--- src/rtl/smoldvi_pkg.sv ---
// smoldvi_pkg
//   Shared definitions for the smoldvi link controller. Debug tooling decodes
//   the sequencer's `state` output against smoldvi_link_state_e.
//   Contents:
//     smoldvi_link_state_e   - link sequencer state encodings
//     smoldvi_link_outs_t    - registered control outputs, one bit each
//     smoldvi_link_decode()  - state -> control outputs
//     smoldvi_cnt_width()    - down-counter width for the larger of two spans
package smoldvi_pkg;

  typedef enum logic [2:0] {
    SMOLDVI_LINK_OFF        = 3'd0,
    SMOLDVI_LINK_WAIT_LOCK  = 3'd1,
    SMOLDVI_LINK_CLK_SETTLE = 3'd2,
    SMOLDVI_LINK_RUN        = 3'd3,
    SMOLDVI_LINK_DRAIN      = 3'd4,
    SMOLDVI_LINK_CLK_HOLD   = 3'd5
  } smoldvi_link_state_e;

  typedef struct packed {
    logic clk_out_en;
    logic lane_rst;
    logic timing_rst;
    logic link_up;
  } smoldvi_link_outs_t;

  function automatic smoldvi_link_outs_t smoldvi_link_decode(input smoldvi_link_state_e s);
    smoldvi_link_outs_t o;
    o = '{clk_out_en: 1'b0, lane_rst: 1'b1, timing_rst: 1'b1, link_up: 1'b0};
    case (s)
      SMOLDVI_LINK_CLK_SETTLE,
      SMOLDVI_LINK_CLK_HOLD: begin
        o.clk_out_en = 1'b1;
      end
      SMOLDVI_LINK_RUN: begin
        o.clk_out_en = 1'b1;
        o.lane_rst   = 1'b0;
        o.timing_rst = 1'b0;
        o.link_up    = 1'b1;
      end
      SMOLDVI_LINK_DRAIN: begin
        o.clk_out_en = 1'b1;
        o.lane_rst   = 1'b0;
        o.timing_rst = 1'b0;
      end
      default: ;
    endcase
    return o;
  endfunction

  // Width able to hold (max(a, b) - 1); never narrower than one bit.
  function automatic int smoldvi_cnt_width(input int a, input int b);
    int m;
    int w;
    m = (a > b) ? a : b;
    w = $clog2(m);
    return (w < 1) ? 1 : w;
  endfunction

endpackage

--- src/rtl/smoldvi_hpd_debounce.sv ---
// smoldvi_hpd_debounce
//   Debounces the raw hot-plug-detect line. hpd_stable takes a new value only
//   after hpd has differed from it for HPD_DEBOUNCE consecutive cycles; any
//   cycle where hpd agrees with hpd_stable restarts the count.
//   hpd is a slow, mechanically driven level; it is sampled directly so the
//   acceptance latency is exactly HPD_DEBOUNCE cycles.
//   Ports:
//     clk_pix    in  pixel clock
//     rst_pix    in  synchronous active-high reset
//     hpd        in  raw hot-plug detect
//     hpd_stable out debounced hot-plug detect, resets to 0
module smoldvi_hpd_debounce
  import smoldvi_pkg::*;
#(
  parameter int HPD_DEBOUNCE = 4096
) (
  input  logic clk_pix,
  input  logic rst_pix,
  input  logic hpd,
  output logic hpd_stable
);

  localparam int CW = smoldvi_cnt_width(HPD_DEBOUNCE, 1);
  localparam logic [CW-1:0] RELOAD = CW'(HPD_DEBOUNCE - 1);

  logic [CW-1:0] cnt_q;

  always_ff @(posedge clk_pix) begin
    if (rst_pix) begin
      cnt_q      <= RELOAD;
      hpd_stable <= 1'b0;
    end else if (hpd == hpd_stable) begin
      cnt_q <= RELOAD;
    end else if (cnt_q == '0) begin
      hpd_stable <= hpd;
      cnt_q      <= RELOAD;
    end else begin
      cnt_q <= cnt_q - CW'(1);
    end
  end

endmodule

--- src/rtl/smoldvi_link_sequencer.sv ---
// smoldvi_link_sequencer
//   Sequences DVI link bring-up and shutdown in the pixel-clock domain. The
//   clock driver runs alone for CLK_SETTLE_CYCLES before lanes and timing
//   leave reset, and shutdown waits for a frame boundary (bounded by
//   DRAIN_TIMEOUT) so sinks never see a truncated frame.
//   Optional feature: define SMOLDVI_LINK_HPD_EN to add the hpd port and a
//   debouncer (HPD_DEBOUNCE cycles); the link is then enabled by en & hpd.
//   Ports:
//     clk_pix    in  pixel clock
//     rst_pix    in  synchronous active-high reset
//     en         in  level-sensitive link enable
//     pll_locked in  PLL lock, already synchronous to clk_pix
//     hpd        in  raw hot-plug detect (SMOLDVI_LINK_HPD_EN only)
//     frame_end  in  pulse on last pixel of a frame
//     clk_out_en out pixel-clock driver enable
//     lane_rst   out TMDS encoder/serialiser reset
//     timing_rst out timing generator reset
//     link_up    out high only in RUN
//     state      out current state encoding (smoldvi_link_state_e)
//
//   state      | meaning
//   -----------+--------------------------------------------------------
//   OFF        | clock gated, everything in reset, waiting for go
//   WAIT_LOCK  | go seen, waiting for PLL lock
//   CLK_SETTLE | clock running, data still in reset
//   RUN        | link active
//   DRAIN      | go dropped, waiting for frame_end or timeout
//   CLK_HOLD   | data back in reset, clock kept running before gating
module smoldvi_link_sequencer
  import smoldvi_pkg::*;
#(
  parameter int CLK_SETTLE_CYCLES = 1024,
  parameter int DRAIN_TIMEOUT     = 1 << 20
`ifdef SMOLDVI_LINK_HPD_EN
  ,
  parameter int HPD_DEBOUNCE      = 4096
`endif
) (
  input  logic       clk_pix,
  input  logic       rst_pix,
  input  logic       en,
  input  logic       pll_locked,
`ifdef SMOLDVI_LINK_HPD_EN
  input  logic       hpd,
`endif
  input  logic       frame_end,
  output logic       clk_out_en,
  output logic       lane_rst,
  output logic       timing_rst,
  output logic       link_up,
  output logic [2:0] state
);

  localparam int CW = smoldvi_cnt_width(CLK_SETTLE_CYCLES, DRAIN_TIMEOUT);
  localparam logic [CW-1:0] SETTLE_LOAD = CW'(CLK_SETTLE_CYCLES - 1);
  localparam logic [CW-1:0] DRAIN_LOAD  = CW'(DRAIN_TIMEOUT - 1);

  smoldvi_link_state_e state_q, state_d;
  logic [CW-1:0]       cnt_q, cnt_d;
  smoldvi_link_outs_t  outs_q;
  logic                go;

`ifdef SMOLDVI_LINK_HPD_EN
  logic hpd_stable;

  smoldvi_hpd_debounce #(
    .HPD_DEBOUNCE (HPD_DEBOUNCE)
  ) u_hpd_debounce (
    .clk_pix    (clk_pix),
    .rst_pix    (rst_pix),
    .hpd        (hpd),
    .hpd_stable (hpd_stable)
  );

  assign go = en & hpd_stable;
`else
  assign go = en;
`endif

  always_comb begin
    state_d = state_q;
    cnt_d   = cnt_q;

    case (state_q)
      SMOLDVI_LINK_OFF: begin
        if (go) state_d = SMOLDVI_LINK_WAIT_LOCK;
      end
      SMOLDVI_LINK_WAIT_LOCK: begin
        if (!go) begin
          state_d = SMOLDVI_LINK_OFF;
        end else if (pll_locked) begin
          state_d = SMOLDVI_LINK_CLK_SETTLE;
          cnt_d   = SETTLE_LOAD;
        end
      end
      SMOLDVI_LINK_CLK_SETTLE: begin
        // Abandoning bring-up still gives the sink a full clock-only tail.
        if (!go) begin
          state_d = SMOLDVI_LINK_CLK_HOLD;
          cnt_d   = SETTLE_LOAD;
        end else if (cnt_q == '0) begin
          state_d = SMOLDVI_LINK_RUN;
        end else begin
          cnt_d = cnt_q - CW'(1);
        end
      end
      SMOLDVI_LINK_RUN: begin
        // frame_end is not looked at here, so a pulse coincident with the
        // move into DRAIN cannot end the drain early.
        if (!go) begin
          state_d = SMOLDVI_LINK_DRAIN;
          cnt_d   = DRAIN_LOAD;
        end
      end
      SMOLDVI_LINK_DRAIN: begin
        if (frame_end || (cnt_q == '0)) begin
          state_d = SMOLDVI_LINK_CLK_HOLD;
          cnt_d   = SETTLE_LOAD;
        end else begin
          cnt_d = cnt_q - CW'(1);
        end
      end
      SMOLDVI_LINK_CLK_HOLD: begin
        if (cnt_q == '0) begin
          state_d = SMOLDVI_LINK_OFF;
        end else begin
          cnt_d = cnt_q - CW'(1);
        end
      end
      default: begin
        state_d = SMOLDVI_LINK_OFF;
        cnt_d   = '0;
      end
    endcase

    // Losing lock while the clock driver is enabled beats everything else.
    if (!pll_locked &&
        (state_q inside {SMOLDVI_LINK_CLK_SETTLE, SMOLDVI_LINK_RUN,
                         SMOLDVI_LINK_DRAIN, SMOLDVI_LINK_CLK_HOLD})) begin
      state_d = SMOLDVI_LINK_OFF;
      cnt_d   = '0;
    end
  end

  // Outputs are decoded from the next state and registered alongside it, so
  // they change on the same edge as state with no input-to-output path.
  always_ff @(posedge clk_pix) begin
    if (rst_pix) begin
      state_q <= SMOLDVI_LINK_OFF;
      cnt_q   <= '0;
      outs_q  <= smoldvi_link_decode(SMOLDVI_LINK_OFF);
    end else begin
      state_q <= state_d;
      cnt_q   <= cnt_d;
      outs_q  <= smoldvi_link_decode(state_d);
    end
  end

  assign clk_out_en = outs_q.clk_out_en;
  assign lane_rst   = outs_q.lane_rst;
  assign timing_rst = outs_q.timing_rst;
  assign link_up    = outs_q.link_up;
  assign state      = state_q;

endmodule

--- config.mk ---
export PLATFORM = sky130hd
export DESIGN_NAME = smoldvi_link_sequencer
export DESIGN_NICKNAME = d
export VERILOG_FILES = /design/src/rtl/smoldvi_pkg.sv /design/src/rtl/smoldvi_hpd_debounce.sv /design/src/rtl/smoldvi_link_sequencer.sv
export SDC_FILE = /design/constraint.sdc
export NUM_CORES = 1
export LEC_CHECK = 0
export BUFFER_PORTS_ARGS = -buffer_cell sky130_fd_sc_hd__buf_2
export CORE_ASPECT_RATIO = 1.2
export CORE_MARGIN = 4
export CORE_UTILIZATION = 65
export CTS_BUF_LIST = sky130_fd_sc_hd__clkbuf_8
export CTS_CLUSTER_DIAMETER = 150
export DETAILED_ROUTE_END_ITERATION = 8
export PLACE_DENSITY = 0.85
export SKIP_CTS_REPAIR_TIMING = 1
export SYNTH_ARGS = -nofsm -noshare
export SYNTH_HDL_FRONTEND = slang
export SYNTH_HIERARCHICAL = 1
export SYNTH_SLANG_ARGS = --single-unit
--- constraint.sdc ---
create_clock -name clk_pix -period 4.44 [get_ports clk_pix]
set_input_delay 0.888 -clock clk_pix [delete_from_list [all_inputs] [get_ports clk_pix]]
set_output_delay 0.888 -clock clk_pix [all_outputs]
set_load 0.05 [all_outputs]
# After elaboration in Yosys (flattened, before gate mapping)
# Index checks and enable logic that the tools add are counted.
[word_totals]
ff_bits = 27
output_inout_bits = 7
word_cells = 50
inputBits = 5
[classes]
n_bitwise = 1
reduce_logical = 10
mux = 20
eq_ne = 12
n_addsub = 1
[op_table]
columns = ["op", "n"]
rows = [
  ["two-way mux 20 bit", 6],
  ["case mux 20 bit (6 select lines)", 1],
  ["two-way mux 3 bit", 9],
  ["logical NOT 20 bit", 1],
  ["subtractor 20 x 1 -> 20 bit (second input constant)", 1],
  ["case mux 3 bit (6 select lines)", 1],
  ["== test 3 x 2 -> 1 bit (second input constant)", 4],
  ["== test 3 bit (second input constant)", 4],
  ["inequality test 2 bit (second input constant)", 3],
  ["AND reduction 4 bit", 1],
  ["nonzero test 4 bit", 1],
  ["OR reduction 2 bit", 2],
  ["OR reduction 4 bit", 1],
  ["== test 3 x 1 -> 1 bit (second input constant)", 1],
  ["logical NOT 3 bit", 1],
  ["two-way mux 1 bit", 2],
  ["two-way mux 2 bit", 1],
  ["logical AND 1 bit", 1],
  ["logical NOT 1 bit", 1],
  ["logical OR 1 bit", 1],
  ["inverter 1 bit", 1],
]

# Depth between registers and ports, before layout
# Gate-level depths: netlist (run 1).
[logic_depth]
depth_word = 8
mapped_depth = 8
depth_no_buf = 8

# Worst setup path before layout (run 1)
# No wires, ideal clock.
[synth_path]
path_kind = "register to register"
from = "reg state_q[2], in the netlist state[2]"
to = "reg cnt_q[9]"
setup_slack_ps = 2179
n_path_buf = 2
synth_period_minus_slack_ps = 2261
t_arrival_ps = 2204
t_required_ps = 4382
path_stages_with_launch = 8
setup_time_ps = 58
cell_sequence = "dfxtp_1 -> ha_1 -> a21o_1 -> clkbuf_8 -> a31o_2 -> clkbuf_8 -> o41ai_1 -> or3_1"
[synth_via]
elab_chain_len = 4
elab_cells_between_ends = 15
classes_between = "eq/ne: 8; mux: 1; bitwise: 1; reduce/logical: 5"
[synth_lines]
columns = ["item", "line", "text"]
rows = [
  ["start, declared", "smoldvi_link_sequencer.sv:58", "smoldvi_link_state_e state_q, state_d;"],
  ["start signal, assigned", "smoldvi_link_sequencer.sv:153", "state_q <= state_d;"],
  ["== test 3 x 2 -> 1 bit or == test 3 bit (tied branches)", "smoldvi_link_sequencer.sv:84, smoldvi_link_sequencer.sv:138", ""],
  ["nonzero test 4 bit", "smoldvi_link_sequencer.sv:138", "(state_q inside {SMOLDVI_LINK_CLK_SETTLE, SMOLDVI_LINK_RUN,"],
  ["logical AND 1 bit", "smoldvi_link_sequencer.sv:137", "if (!pll_locked &&"],
  ["OR reduction 2 bit (no line)", "--", ""],
  ["end signal, assigned", "smoldvi_link_sequencer.sv:154", "cnt_q <= cnt_d;"],
  ["end, declared", "smoldvi_link_sequencer.sv:59", "logic [CW-1:0] cnt_q, cnt_d;"],
]
# Parallel ways exist; a longest one is shown, timed or not.
# A chain may end at the register's enable or synchronous reset.

# Worst setup path after layout (run 1)
[layout_path]
from = "reg state_q[2], in the netlist state[2]"
to = "reg cnt_q[8]"
# The elaborated chain is that of the path after synthesis.

==> impl_metrics.yaml, run 1 <==
timing:
  worst_pin_slew_ns: 0.811
  post-route-min-period_ns: 2.61
  drv_slew: 0
  max_freq_mhz: 383
  finalClockSkew_ns: 0.00310
  rsz0062_at_grt: "no"
  setup_ws_ns: 1.83
  setup_tns_ns: 0
  period_share: 0.588
  relSlewSlack: 0.458
  finalSetupViolCount: 0
  hold_viol: 0
  hold-worst-slack_ns: 0.526
die:
  io-pin-count: 12
  die_x_um: 58.9
  rows: 21
  core_area_sq_mm: 0.00289
  die_h_um: 69.1
  die-area_sq_mm: 0.00408
  initial_core_util: 0.700
clock_network:
  cts-htree-levels: 1
  cts_sinks: 26
  numCtsBuffers: 3
  clk_latency_ns: 0.27
  path_clk_slew_ns: 0.09
  tritoncts: "built"
  clock_path_buffers: 2
  root_buffer: "clkbuf_8"
synth:
  yosysWarnings: 6
  netlist_instances: 254
  netlist-cell-type-count: 61
  async_flop_share: 0
  yosys-top-cells-count: "26 x dfxtp_1, 23 x a21oi_1, 23 x nand2_1, 22 x nor2_1, 21 x o21ai_0"
  synth_top_area_share: 0.257
  synth_edf_count: 0
  yosysMostFrequentCell: "dfxtp_1"
  avgSynthCellArea_sq_um: 7.97
  syn-cell-area_sq_mm: 0.00202
  synth_nets: 262
  ys_ff_latch: 26
  synth-seq-area-share: 0.257
  synth_area_leaders: "dfxtp_1 26%, a21oi_1 5.7%, o21ai_0 5.2%"
  yosys.area.top_type: "dfxtp_1"
  synth-main-ff-cell: "dfxtp_1"
placement:
  pre_cts_ws_ns: 1.76
  gp_congestion: 0.949
  dpl-instance-area_sq_mm: 0.00199
  dp_hpwl_mm: 3.67
  port_buffers: 11
  dp.cells: 286
detailed_routing:
  vias: 2009
  drt_first_pass_iters: 4
  wl_per_cell_um: 17.2
  drt_iter0_markers: 182
  drt_wl_total_mm: 4.99
  ant_nets: 0
  viasPerCell: 6.93
  drc: 0
power_and_ir_drop:
  p_sw_frac: 0.430
  switching_power_uw: 386
  power_per_cell_area_mw_per_mm2: 435
  p_int_uw: 511
  p_leak_nw: 0.846
  ir_worst_vdd_v: 0.000281
  pwr-share-seq: 0.319
  combPwrFrac: 0.466
  finalPower_uw: 898
  p_clk_frac: 0.216
worst_setup_path:
  cpPeakStageDelay_ns: 0.68
  crit_slowest_cell: "dfxtp_1"
  r2r-end: "cnt_q[8]"
  path_cells: "ha_1 -> a21o_1 -> a31oi_1 -> o21ai_0 -> o211ai_1"
  critical_path_class: "flip-flop to flip-flop"
  worstPathArrival_ns: 2.81
  start_kind: "flip-flop"
  r2r_slack_ns: 1.83
  crit_fanout: 19
  ff2ff_path_depth: 5
  required_ns: 4.64
  r2r_start: "state[2]"
  worstSetupEndpointType: "flip-flop"
final_layout:
  final_nets: 265
  n_antenna_cell: 0
  drive_above_1_share: 0.148
  syn2layout_area_growth_pct: 2.04
  fin_area_sq_mm: 0.00207
  stdcell_count: 290
  utilization: 0.715
  nFillCells: 251
job:
  maxCapViolations: 0
grt:
  grt_max_degree: 22
  globalRouteTotalUtil: 0.256
  antenna_found_initial: 0
  gr-total-overflow: 0
  grt_pass1_wl_mm: 8.43
  grt_pass1_vias: 1810
min_path:
  hold_end: "cnt_q[14]"
  holdCritStartpoint: "cnt_q[14]"
  min_path_cells: 2
  min_path_type: "flip-flop to flip-flop"
status:
  status: "completed"
logic make-up after synthesis:
| logic type | share of synthesized area |
|---|---|
| buffers and inverters | 0.0816 |
| adders and majority gates | 0.0185 |
| xor gates and xnor gates | 0.0173 |
| and+or+nand+nor | 0.330 |
| muxes | 0.00556 |
| DFF | 0.257 |
| AOI/OAI and AO/OA | 0.290 |
layout make-up:
type	instances	area, sq um	area share
clock buffer	3	41.3	0.0200
multi-input combinational	205	1340	0.648
inverter	10	37.5	0.0182
timing repair buffer	11	55.1	0.0267
sequential	26	520	0.252
clock inverter	1	30.0	0.0145
tap	34	42.5	0.0206
power groups by stage:
stage | clock [mW] | combinational [mW] | sequential, mW
detailed placement | 0 | 0.408 | 0.290
floorplan | 0 | 0.347 | 0.293
CTS | 0.199 | 0.412 | 0.285
global placement | 0 | 0.408 | 0.290
finish | 0.193 | 0.418 | 0.286
global route | 0.207 | 0.461 | 0.290
cells in the final DEF, fill, tap and decap left out, drive strengths merged, types with 6 or more instances in the layout:
master	instances
nand2	25
a31oi	6
nor3	19
o21ai	24
inv	10
nor4	8
a21oi	24
dfxtp	26
nor2	23
buf	11
critical path: cells and delay by family (launching register included):
kind,cells,cell delay (ns)
AOI/OAI and AO/OA,4,1.46
adders and majority gates,1,0.38
DFF,1,0.68
registers in the layout, summed over array words and instances (netlist names):
signal      count
lane_rst        1
state           3
cnt_q          20
link_up         1
clk_out_en      1
layer usage:
layer,GRT usage,up-vias,share of wire
met3,0.0354,21,0.092
met5,0,-,0
met4,0.111,0,0.037
met1,0.366,913,0.43
met2,0.376,110,0.44
li1,-,965,-
worst max-delay path by stage:
stage | startpoint | endpoint | slack [ns] | cells past startpoint
global placement | en | cnt_q[0] | 1.76 | 7
detailed placement | en | cnt_q[1] | 1.76 | 7
global route | state[2] | cnt_q[8] | 1.55 | 5
finish | state[2] | cnt_q[8] | 1.83 | 5
CTS | state[2] | cnt_q[8] | 1.89 | 5
floorplan | state[2] | cnt_q[9] | 2.18 | 7
(Power assumes the default switching activity.)
==> inputs of run 2 (changes only) <==
- ABC_AREA: default -> 1
- CORE_UTILIZATION: 65 -> 63
- PLACE_DENSITY: 0.85 -> 0.83
- clock period: 4.44 -> 2.65 ns (I/O delays scaled with it)
==> run 2 against run 1 <==
Clock skew about the same. Area after synthesis increased by 2.2%. Critical endpoint is now cnt_q[10]. Synthesized cell count rose by 39%. Largest cell class unchanged. Wire length is 2.6% higher. Worst hold slack worse by 0.062 ns. Combinational power fell by 48%. Maximum frequency up 22%. Sequential power rose by 41%.
==> impl_metrics.yaml, run 2 <==
worst_setup_path:
  start_kind: "flip-flop"
  worstSetupEndpointType: "flip-flop"
  r2r_start: "cnt_q[0]"
  required_ns: 2.80
  worstPathArrival_ns: 2.30
  path_common_cell: "nand2_1"
  ff2ff_path_depth: 11
  r2r-end: "cnt_q[10]"
  critical_path_class: "flip-flop to flip-flop"
  crit_slowest_cell: "dfxtp_1"
  cpPeakStageDelay_ns: 0.34
  r2r_slack_ns: 0.50
  path_cells: "inv_1 -> ha_1 -> nand2_1 -> nor2_1 -> nand3_2 -> nand3_1 -> nand2_2 -> nand3_1 -> nand2_1 -> nand2_1 -> a21oi_1"
  critPathLaunch: "cnt_q[0]"
  crit_fanout: 17
grt:
  grt_pass1_vias: 1920
  antenna_found_initial: 0
  gr-total-overflow: 0
  grt_max_degree: 20
  grt_pass1_wl_mm: 8.58
  globalRouteTotalUtil: 0.254
synth:
  yosys.area.top_type: "dfxtp_1"
  synth_nets: 360
  synth_edf_count: 0
  netlist-cell-type-count: 34
  synth-main-ff-cell: "dfxtp_1"
  async_flop_share: 0
  avgSynthCellArea_sq_um: 5.88
  yosys-top-cells-count: "117 x nand2_1, 46 x nor2_1, 34 x inv_1, 28 x a21oi_1, 27 x nand3_1"
  yosysMostFrequentCell: "nand2_1"
  synth-seq-area-share: 0.252
  netlist_instances: 352
  synth_top_area_share: 0.252
  synth_area_leaders: "dfxtp_1 25%, nand2_1 21%, nor2_1 8.3%"
  syn-cell-area_sq_mm: 0.00207
  ys_ff_latch: 26
  yosysWarnings: 6
final_layout:
  drive_above_1_share: 0.114
  fin_area_sq_mm: 0.00219
  n_antenna_cell: 0
  largest_reg_flops: 20
  most-common-layout-cells: "117 x nand2_1, 46 x nor2_1, 34 x inv_1, 28 x a21oi_1, 27 x nand3_1"
  nFillCells: 303
  syn2layout_area_growth_pct: 6.11
  final_common_cell: "nand2_1"
  utilization: 0.706
  stdcell_count: 396
  final_nets: 369
  largest-register: "cnt_q"
status:
  status: "completed"
timing:
  worst_pin_slew_ns: 0.538
  rsz0062_at_grt: "no"
  setup_tns_ns: 0
  max_freq_mhz: 466
  finalSetupViolCount: 0
  drv_slew: 0
  period_share: 0.810
  hold_viol: 0
  finalClockSkew_ns: 0.00266
  post-route-min-period_ns: 2.15
  relSlewSlack: 0.639
min_path:
  min_path_type: "primary input to flip-flop"
  hold_end: "clk_out_en"
  min_path_cells: 2
  holdCritStartpoint: "rst_pix"
placement:
  port_buffers: 11
  dpl-instance-area_sq_mm: 0.00212
  dp.cells: 392
  gp_congestion: 0.948
  dp_hpwl_mm: 3.95
detailed_routing:
  ant_nets: 0
  drt_wl_total_mm: 5.12
  drc: 0
  drt_iter0_markers: 113
  drt_first_pass_iters: 4
  viasPerCell: 5.50
  wl_per_cell_um: 12.9
  vias: 2178
die:
  rows: 22
  core_area_sq_mm: 0.00311
  die-area_sq_mm: 0.00427
  io-pin-count: 12
  die_x_um: 60.3
  die_h_um: 70.8
  initial_core_util: 0.665
clock_network:
  tritoncts: "built"
  clk_latency_ns: 0.27
  path_clk_slew_ns: 0.09
  cts_sinks: 26
  cts-htree-levels: 1
  root_buffer: "clkbuf_8"
  numCtsBuffers: 3
  clock_path_buffers: 2
power_and_ir_drop:
  p_leak_nw: 1.13
  power_per_cell_area_mw_per_mm2: 434
  ir_worst_vdd_v: 0.000333
job:
  maxCapViolations: 0
## run 2: cell count changes after synthesis, moves of 5 or more
cell      before  now
inv_1         10   34
o21ai_0       21   11
xor2_1         3    9
nand2_1       23  117
nor3_1        15    3
a21oi_1       23   28
nor2_1        22   46
nand3_1        4   27
nor2_2         1    7
clkbuf_8       5    0
## run 2: routing by layer
metal / share of wire / GRT usage
met3: 0.052 / 0.0237
met5: 0 / 0
met1: 0.45 / 0.340
met2: 0.49 / 0.423
met4: 0.013 / 0.0764
## run 2: area by class of cell
cell class	instances	area [sq um]	share of cell area
multi-input cells	279	1350	0.615
flip-flops and latches	26	520	0.237
inverters	40	153	0.0696
repair buffers	11	55.1	0.0251
well taps	36	45.0	0.0205
clock buffers	3	41.3	0.0188
clock inverters	1	30.0	0.0137
## run 2: worst max-delay path by stage
stage	end	slack, ns	cells past startpoint
global placement	cnt_q[10]	0.58	11
detailed placement	cnt_q[10]	0.56	11
CTS	cnt_q[1]	0.54	12
finish	cnt_q[10]	0.50	11
global route	cnt_q[10]	0.32	11
floorplan	cnt_q[10]	0.76	7
## run 2: power breakdown
group | switching (mW) | total [mW] | internal [mW]
clock network | 0.131 | 0.333 | 0.202
logic | 0.155 | 0.216 | 0.0610
registers | 0.00766 | 0.404 | 0.396
## run 2: stage by stage
stage	setup slack [ns]	hold slack, ns	power, mW
after floorplan	0.756	0.458	0.584
after global placement	0.581	0.470	0.624
after detailed placement	0.562	0.471	0.626
after CTS	0.545	0.453	0.960
after global routing	0.317	0.459	1.01
final	0.505	0.463	0.953
## run 2: logic make-up after synthesis
family | synth area share
buffers and inverters | 0.0956
flip-flops | 0.252
AND/OR/NAND/NOR | 0.446
adder cells (fa/ha/maj) | 0.0182
AO/OA/AOI/OAI | 0.146
XOR/XNOR | 0.0424
## run 2: worst max-delay path, delay by kind of cell (launching register included)
family	cells	cell delay, ns
adder cells (fa/ha/maj)	1	0.18
buffers and inverters	1	0.16
AO/OA/AOI/OAI	1	0.06
flip-flops	1	0.34
AND/OR/NAND/NOR	8	1.27
